File: config.mk
export PLATFORM = sky130hd
export DESIGN_NAME = key_demux_flat
export DESIGN_NICKNAME = d
export VERILOG_FILES = /design/src/rtl/key_demux_if.sv /design/src/rtl/key_demux.sv /design/src/flat_wrapper.sv
export SDC_FILE = /design/constraint.sdc
export NUM_CORES = 1
export LEC_CHECK = 0
export ABC_CLOCK_PERIOD_IN_PS = 3850
export CAP_MARGIN = 20
export CORE_MARGIN = 2
export CORE_UTILIZATION = 41
export CTS_CLUSTER_SIZE = 10
export DETAILED_ROUTE_END_ITERATION = 12
export MAX_ROUTING_LAYER = met4
export PLACE_DENSITY_LB_ADDON = 0.3
export SLEW_MARGIN = 25
export SYNTH_ARGS = -nofsm -noshare
export SYNTH_HDL_FRONTEND = slang
export SYNTH_SLANG_ARGS = --single-unit
File: constraint.sdc
create_clock -name clk -period 3.85 [get_ports clk]
set_input_delay 0.77 -clock clk [delete_from_list [all_inputs] [get_ports clk]]
set_output_delay 0.77 -clock clk [all_outputs]
set_load 0.02 [all_outputs]
File: src/rtl/key_demux_if.sv
// Result-routing bus between the ALU side, the channel clients and key_demux.
// The master drives keys, results and channel handshakes. The slave is the
// demux, which returns per-channel results and status flags.
interface key_demux_if #(
    parameter int nchannels    = 2,
    parameter int key_size     = 4,
    parameter int operand_size = 32
);
    logic [key_size-1:0]               key_i;
    logic [operand_size-1:0]           O_i;
    logic [nchannels*key_size-1:0]     chan_key_i;
    logic [nchannels-1:0]              issue_i;
    logic [nchannels-1:0]              ack_i;
    logic [nchannels*operand_size-1:0] O_o;
    logic [nchannels-1:0]              valid_o;
    logic [nchannels-1:0]              busy_o;
    logic [nchannels-1:0]              err_o;
    logic [nchannels-1:0]              timeout_o;
    logic                              spurious_o;

    modport master (
        output key_i, O_i, chan_key_i, issue_i, ack_i,
        input  O_o, valid_o, busy_o, err_o, timeout_o, spurious_o
    );

    modport slave (
        input  key_i, O_i, chan_key_i, issue_i, ack_i,
        output O_o, valid_o, busy_o, err_o, timeout_o, spurious_o
    );
endinterface

File: src/rtl/key_demux.sv
// Routes keyed ALU results back to the client channel that issued the request.
// Each channel runs its own FSM and has a bounded wait counter.
//
//   state   | meaning
//   --------+-----------------------------------------------
//   IDLE    | no outstanding request
//   PENDING | request accepted by the ALU; waiting for its key
//   FULL    | result captured and held until the consumer acks
module key_demux #(
    parameter int nchannels    = 2,
    parameter int key_size     = 4,
    parameter int operand_size = 32,
    parameter int timeout      = 64
) (
    input  logic        clk,
    input  logic        rst,
    input  logic        clr,
    input  logic        en,
    key_demux_if.slave  bus
);
    localparam int cnt_w = $clog2(timeout) + 1;
    localparam logic [cnt_w-1:0] cnt_max  = '1;
    localparam logic [cnt_w-1:0] cnt_last = cnt_w'(timeout - 1);

    typedef enum logic [1:0] {IDLE, PENDING, FULL} state_t;

    state_t                  state_q [nchannels];
    state_t                  state_d [nchannels];
    logic [cnt_w-1:0]        cnt_q   [nchannels];
    logic [cnt_w-1:0]        cnt_d   [nchannels];
    logic [operand_size-1:0] data_q  [nchannels];
    logic [operand_size-1:0] data_d  [nchannels];
    logic [nchannels-1:0]    err_q, err_d;
    logic [nchannels-1:0]    tmo_q, tmo_d;
    logic                    spur_q, spur_d;

    logic [nchannels-1:0]    grant;
    logic [nchannels-1:0]    overrun;
    logic                    pend_taken;

    // Key match: the lowest-index PENDING channel owning the key captures.
    // A FULL channel that is not being acked reports an overrun.
    always_comb begin
        grant      = '0;
        overrun    = '0;
        pend_taken = 1'b0;
        for (int n = 0; n < nchannels; n++) begin
            if (bus.key_i != '0 && bus.key_i == bus.chan_key_i[n*key_size +: key_size]) begin
                if (state_q[n] == PENDING && !pend_taken) begin
                    grant[n]   = 1'b1;
                    pend_taken = 1'b1;
                end
                if (state_q[n] == FULL && !bus.ack_i[n]) begin
                    overrun[n] = 1'b1;
                end
            end
        end
    end

    // Per-channel next state, wait counter, capture data and sticky flags.
    always_comb begin
        err_d  = err_q;
        tmo_d  = tmo_q;
        spur_d = spur_q | ((bus.key_i != '0) && !pend_taken && (overrun == '0));
        for (int n = 0; n < nchannels; n++) begin
            state_d[n] = state_q[n];
            cnt_d[n]   = cnt_q[n];
            data_d[n]  = data_q[n];
            case (state_q[n])
                IDLE: begin
                    if (bus.issue_i[n]) begin
                        state_d[n] = PENDING;
                        cnt_d[n]   = '0;
                    end
                end
                PENDING: begin
                    if (bus.issue_i[n]) err_d[n] = 1'b1;
                    if (cnt_q[n] != cnt_max) cnt_d[n] = cnt_q[n] + 1'b1;
                    // A match on the expiry cycle still counts as delivered.
                    if (grant[n]) begin
                        data_d[n]  = bus.O_i;
                        state_d[n] = FULL;
                    end else if (cnt_q[n] == cnt_last) begin
                        state_d[n] = IDLE;
                        tmo_d[n]   = 1'b1;
                    end
                end
                FULL: begin
                    if (bus.ack_i[n]) begin
                        if (bus.issue_i[n]) begin
                            state_d[n] = PENDING;
                            cnt_d[n]   = '0;
                        end else begin
                            state_d[n] = IDLE;
                        end
                    end else if (bus.issue_i[n] || overrun[n]) begin
                        err_d[n] = 1'b1;
                    end
                end
                default: state_d[n] = IDLE;
            endcase
        end
    end

    // State register: async reset, then clear, then enable-gated update.
    always_ff @(posedge clk or posedge rst) begin
        if (rst) begin
            for (int n = 0; n < nchannels; n++) begin
                state_q[n] <= IDLE;
                cnt_q[n]   <= '0;
                data_q[n]  <= '0;
            end
            err_q  <= '0;
            tmo_q  <= '0;
            spur_q <= 1'b0;
        end else if (clr) begin
            for (int n = 0; n < nchannels; n++) begin
                state_q[n] <= IDLE;
                cnt_q[n]   <= '0;
                data_q[n]  <= '0;
            end
            err_q  <= '0;
            tmo_q  <= '0;
            spur_q <= 1'b0;
        end else if (en) begin
            for (int n = 0; n < nchannels; n++) begin
                state_q[n] <= state_d[n];
                cnt_q[n]   <= cnt_d[n];
                data_q[n]  <= data_d[n];
            end
            err_q  <= err_d;
            tmo_q  <= tmo_d;
            spur_q <= spur_d;
        end
    end

    // Status and result outputs decoded straight from registered state.
    for (genvar g = 0; g < nchannels; g++) begin : g_out
        assign bus.O_o[g*operand_size +: operand_size] = data_q[g];
        assign bus.valid_o[g] = (state_q[g] == FULL);
        assign bus.busy_o[g]  = (state_q[g] == PENDING);
    end

    assign bus.err_o      = err_q;
    assign bus.timeout_o  = tmo_q;
    assign bus.spurious_o = spur_q;
endmodule

File: src/flat_wrapper.sv
// flat-port wrapper written by rule: the top's interface ports become plain ports
module key_demux_flat 
#(
    parameter int nchannels    = 2,
    parameter int key_size     = 4,
    parameter int operand_size = 32,
    parameter int timeout      = 64
)
  (clk, rst, clr, en, bus_key_i, bus_O_i, bus_chan_key_i, bus_issue_i, bus_ack_i, bus_O_o, bus_valid_o, bus_busy_o, bus_err_o, bus_timeout_o, bus_spurious_o);
  key_demux_if #(.nchannels(nchannels), .key_size(key_size), .operand_size(operand_size)) bus_i ();
  input  logic clk;
  input  logic rst;
  input  logic clr;
  input  logic en;
  input wire logic [$bits(bus_i.key_i)-1:0] bus_key_i;
  input wire logic [$bits(bus_i.O_i)-1:0] bus_O_i;
  input wire logic [$bits(bus_i.chan_key_i)-1:0] bus_chan_key_i;
  input wire logic [$bits(bus_i.issue_i)-1:0] bus_issue_i;
  input wire logic [$bits(bus_i.ack_i)-1:0] bus_ack_i;
  output wire logic [$bits(bus_i.O_o)-1:0] bus_O_o;
  output wire logic [$bits(bus_i.valid_o)-1:0] bus_valid_o;
  output wire logic [$bits(bus_i.busy_o)-1:0] bus_busy_o;
  output wire logic [$bits(bus_i.err_o)-1:0] bus_err_o;
  output wire logic [$bits(bus_i.timeout_o)-1:0] bus_timeout_o;
  output wire logic [$bits(bus_i.spurious_o)-1:0] bus_spurious_o;
  assign bus_i.key_i = bus_key_i;
  assign bus_i.O_i = bus_O_i;
  assign bus_i.chan_key_i = bus_chan_key_i;
  assign bus_i.issue_i = bus_issue_i;
  assign bus_i.ack_i = bus_ack_i;
  assign bus_O_o = bus_i.O_o;
  assign bus_valid_o = bus_i.valid_o;
  assign bus_busy_o = bus_i.busy_o;
  assign bus_err_o = bus_i.err_o;
  assign bus_timeout_o = bus_i.timeout_o;
  assign bus_spurious_o = bus_i.spurious_o;
  key_demux #(.nchannels(nchannels), .key_size(key_size), .operand_size(operand_size), .timeout(timeout)) u_core (.clk(clk), .rst(rst), .clr(clr), .en(en), .bus(bus_i));
endmodule
After elaboration in Yosys (flattened, before gate mapping)
Index checks and enable logic that the tools add are counted.
Widths: inputs -> output; s select.
{ "word_totals": {"regBits": 87, "latch_bits": 0, "ramBits": 0, "romBits": 0, "input_bits": 52, "output_inout_bits": 73, "elab_cells": 138, "memories": 0} }
{ "classes": {"addsub": 2, "n_mul": 0, "div_mod_pow": 0, "n_lt_le_gt_ge": 0, "eq_ne": 26, "shifts": 0, "n_mux": 60, "n_bitwise": 1, "n_reduce_logical": 38} }
{ "ops": {"columns": ["op", "n"], "rows": [
  ["$mux 32", 4],
  ["$mux 64", 2],
  ["$mux 7", 6],
  ["$pmux 7 s3", 2],
  ["$mux 14", 2],
  ["$mux 1", 26],
  ["$mux 2", 12],
  ["$ne 3x3->1 const B", 8],
  ["$reduce_and 4->1", 6],
  ["$add 7x1->7 const B", 2],
  ["$eq 7x6->1 const B", 2],
  ["$ne 7x7->1 const B", 2],
  ["$reduce_bool 2->1", 7],
  ["$ne 3x2->1 const B", 4],
  ["$pmux 2 s3", 2],
  ["$reduce_bool 4->1", 3],
  ["$reduce_and 5->1", 2],
  ["$eq 4x4->1", 2],
  ["$mux 4", 2],
  ["$ne 4x2->1 const B", 2],
  ["$logic_and 1x1->1", 7],
  ["$logic_not 2->1", 3],
  ["$reduce_and 3->1", 2],
  ["$reduce_bool 3->1", 2],
  ["other kinds (7)", 15]
]} }

Longest topological paths before layout
Gate-level depths: netlist of run 1.
{ "logic_depth": {"word_depth": 13, "mapped_depth": 9, "depth_no_buf": 8} }

Least setup slack after synthesis of run 1
No wires, ideal clock.
{ "synth_path": {"path_kind": "input to register", "start": "input bus_key_i[2]", "end": "register u_core.data_q (netlist bit u_core.bus.O_o[1])", "setup_time_ps": 136, "arrival_ps": 1910, "t_required_ps": 3714, "path_slack_ps": 1803, "cell_stages": 8, "path_buffers": 2, "cell_sequence": "xor2_1 -> nor3_2 -> nand3_2 -> or2_1 -> buf_2 -> buf_4 -> nand2_1 -> a21oi_1"} }
{ "synth_between": {"elab_chain_cells": 5} }
{ "synth_lines": {"columns": ["item", "line_no", "source"], "rows": [
  ["from (decl)", "flat_wrapper.sv:15", "input wire logic [$bits(bus_i.key_i)-1:0] bus_key_i;"],
  ["$eq 4x4->1 / $reduce_bool 4->1 (equally long branches)", "key_demux.sv:48", "if (bus.key_i != '0 && bus.key_i == bus.chan_key_i[n*key_size +: key_size]) begin"],
  ["$logic_and 1x1->1 (*)", "key_demux.sv:48", null],
  ["$mux 1 (*)", "key_demux.sv:48", null],
  ["$reduce_bool 2->1 (no source line) (*)", null, null],
  ["$reduce_and 3->1 (no source line) (*)", null, null],
  ["to (signal, indexed assignment)", "key_demux.sv:129", "data_q[n] <= data_d[n];"],
  ["to (decl)", "key_demux.sv:31", "logic [operand_size-1:0] data_q [nchannels];"]
]} }
Every way passes the cells marked *; elsewhere a longest branch is shown, timed or not.
A chain may end at the register's enable or synchronous reset.

Final worst setup path of run 1
{ "layout_path": {"start": "register u_core.state_q[1] in the netlist's numbering", "end": "output bus_busy_o[1]"} }
{ "layout_between": {"elab_chain_cells": 1} }
{ "layout_lines": {"columns": ["item", "line_no", "source"], "rows": [
  ["from (decl)", "key_demux.sv:27", "state_t state_q [nchannels];"],
  ["from (signal, indexed assignment)", "key_demux.sv:127", "state_q[n] <= state_d[n];"],
  ["$eq 2x1->1", "key_demux.sv:141", "assign bus.busy_o[g] = (state_q[g] == PENDING);"],
  ["to (decl)", "flat_wrapper.sv:22", "output wire logic [$bits(bus_i.busy_o)-1:0] bus_busy_o;"]
]} }
No other way between the ends.

==> results of run 1 <==
flip-flops by register name, summed over array words and instances (netlist names):
signal	cells
u_core.bus.spurious_o	1
u_core.bus.err_o	2
u_core.state_q	4
u_core.cnt_q	14
u_core.bus.timeout_o	2
u_core.bus.O_o	64
cell type report:
| class | instances | area [µm²] | share of cell area, % |
|---|---|---|---|
| sequential | 87 | 2180 | 39.2 |
| multi-input combinational | 324 | 1710 | 30.7 |
| timing repair buffer | 130 | 1290 | 23.3 |
| tap | 133 | 166 | 2.99 |
| clock buffer | 11 | 141 | 2.54 |
| inverter | 10 | 38.8 | 0.698 |
| clock inverter | 5 | 33.8 | 0.608 |
through the flow:
| step | std cells | setup slack (ns) | hold slack, ns |
|---|---|---|---|
| finish | 700 | 1.05 | 0.524 |
| CTS | 700 | 1.04 | 0.527 |
| global route | 700 | 0.948 | 0.541 |
| floorplan | 446 | 0.830 | 0.475 |
| global placement | 684 | 1.07 | 0.494 |
| detailed placement | 684 | 0.975 | 0.515 |
worst min-delay path, cell delays in order (launching register included):
cell,delay [ns]
dfrtp_1,0.38
nand2_1,0.05
a21oi_1,0.05
synth_stat cells, types with 2 or more instances:
master,count
ha_1,10
a31oi_1,4
nor3_1,6
nor3b_1,3
o31ai_1,3
xnor2_1,5
o211ai_1,3
clkbuf_1,11
nand3_1,7
o21ai_0,6
or3_1,3
a21oi_1,79
nand4_1,2
nor4_4,2
nand2b_1,6
dfrtp_1,87
buf_4,6
and3_1,4
inv_1,10
buf_2,7
nand2_1,141
xor2_1,8
nor2_1,14
power by group through the flow:
stage / combinational, mW / clock, mW / sequential, mW
after floorplan: 0.0968 / 0 / 0.952
after global placement: 0.203 / 0 / 0.947
after detailed placement: 0.207 / 0 / 0.947
after CTS: 0.208 / 0.587 / 0.929
after global routing: 0.226 / 0.628 / 0.930
final: 0.206 / 0.567 / 0.929
cells in the final DEF, fill, tap and decap left out, types with 4 or more instances in the layout:
cell,synthesis,layout
a21oi_1,79,79
a31oi_1,4,4
and3_1,4,4
buf_4,6,5
clkbuf_8,0,10
clkdlybuf4s50_1,0,123
dfrtp_1,87,87
ha_1,10,10
inv_1,10,9
nand2_1,141,141
nand2b_1,6,6
nand3_1,7,7
nor2_1,14,13
nor3_1,6,6
o21ai_0,6,6
xnor2_1,5,5
xor2_1,8,8
logic make-up (layout without fill, tap and decap cells):
family          after synthesis  in the layout  synth area share [%]
xor+xnor                     13             13                  2.82
simple gates                193            193                  20.9
fa+ha+maj                    10             10                  3.10
mux                           2              2                 0.526
flops                        87             87                  53.9
compound gates              106            106                  14.8
buf+inv                      35            156                  4.02
worst min path at each step:
stage / from / to / slack [ns] / depth (start not counted)
after floorplan: u_core.cnt_q[8]$_DFFE_PP0P_ / u_core.cnt_q[8]$_DFFE_PP0P_ / 0.47 / 2
after global placement: u_core.cnt_q[13]$_DFFE_PP0P_ / u_core.cnt_q[13]$_DFFE_PP0P_ / 0.49 / 2
after detailed placement: u_core.bus.O_o[1]$_DFFE_PP0P_ / u_core.bus.O_o[1]$_DFFE_PP0P_ / 0.51 / 2
after CTS: u_core.bus.O_o[29]$_DFFE_PP0P_ / u_core.bus.O_o[29]$_DFFE_PP0P_ / 0.53 / 2
after global routing: u_core.bus.O_o[29]$_DFFE_PP0P_ / u_core.bus.O_o[29]$_DFFE_PP0P_ / 0.54 / 2
final: u_core.bus.O_o[1]$_DFFE_PP0P_ / u_core.bus.O_o[1]$_DFFE_PP0P_ / 0.52 / 2
routing by layer:
metal  GRT usage (%)  vias to the layer above  routed length, µm
met5               -                        -                  0
met1            25.1                     1730               4450
met3            5.44                       12                598
li1                -                     1722                  -
met2            34.3                      101               5220
met4            5.47                        0                148
==> summary.txt, run 1 <==
Worst setup path
  – Crit path cell chain: inv_1 -> ha_1 -> clkdlybuf4s50_1
  – Worst Setup SP: u_core.state_q[1]$_DFFE_PP0P_
  – R2r setup slk: 1.48 ns
  – Worst Setup EP: bus_busy_o[1]
  – CP Data Required Time: 3.08 ns
  – Worst reg2reg startpoint: u_core.state_q[1]$_DFFE_PP0P_
  – Max FO, Critical Path: 14
  – Crit-path slowest cell: clkdlybuf4s50_1
  – Crit path arrival time: 2.03 ns
  – CP top delay family: buffers and inverters
  – Crit. path cell count: 3
  – RR Endpoint: u_core.cnt_q[3]$_DFFE_PP0P_
  – Crit-path max cell delay: 0.70 ns
  – Crit end category: output port
  – CP Class: reg2out
  – CP Buf/Inv Count: 2
  – R2r worst-path depth: 8
  – CP Launch Type: flop

Logic synthesis
  – Syn avg cell area: 9.06 µm²
  – Mapped Area: 0.00404 mm²
  – Synthesized net count: 508
  – Synth Warn #: 0
  – Post-synth EDFFs: 0
  – Mapped Cells: 446
  – Post-synth top area share: 53.9%
  – Ys flop type: dfrtp_1
  – Area leader, netlist: dfrtp_1
  – Sequential area share after synthesis: 53.9%
  – Area contributors post-synth: dfrtp_1 54%, nand2_1 13%, a21oi_1 9.8%
  – #FFs+latches synth: 87
  – Post-synthesis async set-or-reset flop share: 100%
  – Yosys cell types: 42

Power and ir drop
  – Comb pwr share: 12.1%
  – Leakage: 2.22 nW
  – P per Cell Area: 306 mW/mm²
  – Clock share of power: 33.3%
  – Net Sw Power: 0.437 mW
  – Max rail drop VDD: 0.192 mV
  – P_int: 1.26 mW
  – PnR Total Power: 1.70 mW
  – Switching Fraction: 25.7%
  – Sequential Power Share: 54.6%

Timing
  – Setup tns final: 0 ns
  – Least-Margin Pin Slew: 0.775 ns
  – Final Critical Period: 2.80 ns
  – Skew final: 0.00817 ns
  – Setup Viol. Count Final: 0
  – Slew headroom: 48.3%
  – Final period utilization: 72.6%
  – RSZ-0062 raised after global routing: no
  – Slew Limit Fails: 0
  – F_max: 0.358 GHz
  – Final count of hold timing violations: 0

Drt
  – Initial drt markers: 123
  – Vias per inst: 5.09
  – DR pass1 iterations: 4
  – Routed WL: 10400 µm
  – Wire per inst: 14.9 µm
  – Vias: 3565
  – ANT nets after route: 0
  – Drt drc: 0

Floorplanning
  – Die Footprint: 0.0107 mm²
  – Io pins: 125
  – Rows: 36
  – Initial Util: 41.7%
  – Die W: 103 µm
  – DIE HEIGHT: 103 µm
  – CORE AREA: 0.00968 mm²

Clock network
  – Post_cts resized: 0
  – Clk_lat worst skew: 0.35 ns
  – Clk slew on worst S/H paths: 0.08 ns
  – Root Driver: clkbuf_8
  – TritonCTS Buffers: 9
  – CTS Hold Bufs: 0
  – Max H-tree Level: 3
  – CTS Buffer Depth: 2
  – CTS tree: done
  – Post-CTS Setup Repair Bufs: 0
  – # clock sinks: 87

Global route
  – Initial antenna violation count: 0
  – Global-route wire length before repair: 16800 µm
  – Pin count of the biggest net entering global routing: 50
  – GRT overflow: 0
  – Vias in the first global route: 3541
  – Global-route usage over all layers: 20.6%

Final layout
  – Share of post-route cells with drive strength above 1: 5.29%
  – Area Overhead vs Synth: 37.4%
  – Layout fillers: 854
  – Layout Nets: 624
  – Post-layout util: 57.4%
  – Antenna diodes: 0
  – Finished layout cell area: 0.00556 mm²

Hold path
  – HP Class: reg2reg

Place
  – Placed inst area: 0.00538 mm²
  – Final RePlAce weighted congestion: 0.771
  – Port-buffer cells: 124
  – DP Wirelength: 7180 µm

Run status
  – Status: finished, final reports clean

Run
  – Number of max-cap violations: 0
Note: power is estimated with default switching activity, not from simulation.
==> run 2: changes to the inputs <==
--- a/config.mk
+++ b/config.mk
@@ -5,7 +5,7 @@
 export SDC_FILE = /design/constraint.sdc
 export NUM_CORES = 1
 export LEC_CHECK = 0
-export ABC_CLOCK_PERIOD_IN_PS = 3850
+export ABC_CLOCK_PERIOD_IN_PS = 2300
 export CAP_MARGIN = 20
 export CORE_MARGIN = 2
 export CORE_UTILIZATION = 41
==> constraint.sdc (replaced) <==
create_clock -name clk -period 2.3 [get_ports clk]
set_input_delay 0.46 -clock clk [delete_from_list [all_inputs] [get_ports clk]]
set_output_delay 0.46 -clock clk [all_outputs]
set_load 0.02 [all_outputs]
==> run 2 against run 1 <==
Final cell count rose by 2.4%. Count of clock-buffer cells in the layout fell by 1. Utilization rose by 2.3 points. Clock skew rose by 0.0035 ns. Worst setup slack got worse by 0.96 ns. Largest power group unchanged. Flip-flop and latch count did not move.
==> summary.txt, run 2 (synthesis results as in run 1) <==
Run status
  – Status: finished, final reports clean

Floorplanning
  – Rows: 36 (unchanged)
  – Die W: 103 µm (unchanged)
  – CORE AREA: 0.00968 mm² (unchanged)
  – Die Footprint: 0.0107 mm² (unchanged)
  – Initial Util: 41.7% (unchanged)
  – DIE HEIGHT: 103 µm (unchanged)
  – Io pins: 125 (unchanged)

Drt
  – Initial drt markers: 150 (+22%)
  – Wire per inst: 14.4 µm (-2.8%)
  – ANT nets after route: 0 (unchanged)
  – Vias: 3606 (+1.2%)
  – Routed WL: 10400 µm (-0.49%)
  – DR pass1 iterations: 4 (unchanged)
  – Vias per inst: 5.03 (-1.2%)
  – Drt drc: 0 (unchanged)

Clock network
  – Root Driver: clkbuf_8
  – # clock sinks: 87 (unchanged)
  – Clk slew on worst S/H paths: 0.09 ns (about the same)
  – CTS Buffer Depth: 2 (unchanged)
  – Clk_lat worst skew: 0.35 ns (about the same)
  – TritonCTS Buffers: 9 (unchanged)
  – CTS Hold Bufs: 0 (unchanged)
  – Max H-tree Level: 3 (unchanged)
  – CTS tree: done

Run
  – Number of max-cap violations: 0 (unchanged)

Final layout
  – Antenna diodes: 0 (unchanged)
  – Max reg flops: 64 (unchanged)
  – Commonest non-fill, non-tap cells in the layout: 141 x nand2_1, 122 x clkdlybuf4s50_1, 87 x dfrtp_1
  – Layout fillers: 853 (-0.12%)
  – Layout Nets: 641 (+2.7%)
  – Commonest non-fill, non-tap cell in the layout: nand2_1
  – Post-layout util: 59.7% (+2.3 points)
  – Finished layout cell area: 0.00578 mm² (+4.1%)
  – Area Overhead vs Synth: 43.0%
  – Share of post-route cells with drive strength above 1: 8.05% (+2.8 points)

Worst setup path
  – Crit path arrival time: 1.74 ns (-0.29 ns)
  – R2r worst-path depth: 7 (-1)
  – Crit path cell chain: inv_1 -> ha_1 -> clkdlybuf4s50_1
  – CP top delay family: buffers and inverters
  – CP Buf/Inv Count: 2 (unchanged)
  – Crit end category: output port
  – Worst reg2reg startpoint: u_core.state_q[3]$_DFFE_PP0P_
  – Crit. path cell count: 3 (unchanged)
  – Max FO, Critical Path: 4 (-10)
  – Crit-path slowest cell: clkdlybuf4s50_1
  – CP Launch Type: flop
  – Crit-path max cell delay: 0.63 ns (-0.07 ns)
  – CP Class: reg2out
  – Worst Setup SP: u_core.state_q[0]$_DFFE_PP0P_
  – CP Data Required Time: 1.84 ns (-1.24 ns)

Hold path
  – HP Class: in2async

Timing
  – Final count of hold timing violations: 0 (unchanged)
  – Setup Viol. Count Final: 0 (unchanged)
  – Skew final: 0.0117 ns (+0.00349 ns)
  – Slew headroom: 60.5% (+12 points)
  – Least-Margin Pin Slew: 0.592 ns (-0.183 ns)
  – Final Critical Period: 2.20 ns
  – Final period utilization: 95.7%
  – F_max: 0.454 GHz
  – Slew Limit Fails: 0 (unchanged)
  – RSZ-0062 raised after global routing: no

Power and ir drop
  – Max rail drop VDD: 0.346 mV (+80%)
  – P per Cell Area: 518 mW/mm² (+69%)
  – Sequential Power Share: 51.9% (-2.7 points)
  – Clock share of power: 35.5% (+2.2 points)
  – Leakage: 2.34 nW (+5.5%)
  – P_int: 2.23 mW (+77%)
  – Switching Fraction: 25.4% (-0.27 points)
  – Comb pwr share: 12.6% (+0.5 points)
  – Net Sw Power: 0.761 mW (+74%)

Global route
  – Global-route usage over all layers: 20.9% (+0.29 points)
  – Global-route wire length before repair: 17000 µm (+0.70%)
  – Initial antenna violation count: 0 (unchanged)
  – Vias in the first global route: 3544 (+0.085%)
  – GRT overflow: 0 (unchanged)
  – Pin count of the biggest net entering global routing: 58 (+16%)

Place
  – DP Wirelength: 7290 µm (+1.5%)
  – Placed inst area: 0.00559 mm² (+3.8%)
  – Final RePlAce weighted congestion: 0.860 (+12%)
  – Port-buffer cells: 124 (unchanged)
-- run 2: changes by cell type in the layout (fill, tap and decap cells not counted) --
cell | previous run | this run
buf_4 | 5 | 16
buf_12 | 1 | 7
clkinv_2 | 3 | 1
inv_6 | 0 | 2
bufinv_16 | 0 | 1
clkbuf_8 | 10 | 9
clkdlybuf4s50_1 | 123 | 122
dlygate4sd2_1 | 0 | 1
-- run 2: through the flow --
step | worst slack, ns | hold WS, ns | power [mW] | setup TNS [ns] | cells
after floorplan | 0.396 | 0.475 | 1.76 | 0 | 446
after global placement | -0.0711 | 0.492 | 1.96 | -1.48 | 701
after detailed placement | -0.155 | 0.503 | 1.97 | -5.81 | 701
after CTS | 0.0906 | 0.509 | 3.03 | 0 | 717
after global routing | 0.0200 | 0.538 | 3.13 | 0 | 717
final | 0.0990 | 0.508 | 3.00 | 0 | 717
-- run 2: worst register-to-register path, delay by kind of cell, from the launching register on --
kind	cells	cell delay (ns)
AO/OA/AOI/OAI	2	0.44
adder cells (fa/ha/maj)	1	0.35
buffers and inverters	3	0.56
flip-flops	1	0.42
AND/OR/NAND/NOR	1	0.09
-- run 2: final timing paths --
check	slack, ns	endpoint
max	0.1	bus_valid_o[1]
min	0.51	u_core.bus.O_o[32]$_DFFE_PP0P_
max reg2reg	0.37	u_core.bus.O_o[55]$_DFFE_PP0P_
min reg2reg	0.51	u_core.cnt_q[8]$_DFFE_PP0P_
max in group asynchronous	1.25	u_core.bus.O_o[11]$_DFFE_PP0P_
min in group clk	0.51	u_core.cnt_q[8]$_DFFE_PP0P_
-- run 2: power by group through the flow --
stage                     clock network [mW]  registers (mW)  logic (mW)
after floorplan                            0            1.59       0.162
after global placement                     0            1.58       0.374
after detailed placement                   0            1.59       0.380
after CTS                               1.10            1.56       0.381
after global routing                    1.16            1.56       0.413
final                                   1.06            1.55       0.377
-- run 2: what timing repair did --
action,4_1_cts,5_1_grt
buffers inserted,0,0
endpoints found under the setup margin,1,0
gates resized for setup,1,0
-- run 2: routing by layer --
metal	routed length [µm]	GRT usage (%)
met4	194	6.38
met2	5250	34.7
met3	548	5.24
met5	0	-
met1	4360	25.3
-- run 2: layout make-up --
type | count | area [µm²] | share of cell area [%]
Clock buffer | 10 | 128 | 2.21
Sequential cell | 87 | 2180 | 37.7
Tap cell | 133 | 166 | 2.88
Clock inverter | 6 | 68.8 | 1.19
Multi-Input combinational cell | 324 | 1710 | 29.5
Timing Repair Buffer | 147 | 1500 | 25.9
Inverter | 10 | 41.3 | 0.714
==> run 3: changes to the inputs <==
--- a/config.mk
+++ b/config.mk
@@ -11,6 +11,7 @@
 export CORE_UTILIZATION = 41
 export CTS_CLUSTER_SIZE = 10
 export DETAILED_ROUTE_END_ITERATION = 12
+export HOLD_SLACK_MARGIN = 0.15
 export MAX_ROUTING_LAYER = met4
 export PLACE_DENSITY_LB_ADDON = 0.3
 export SLEW_MARGIN = 25
==> results of run 3 <==
The final DEF is identical to that of run 2; final timing and power are the same.
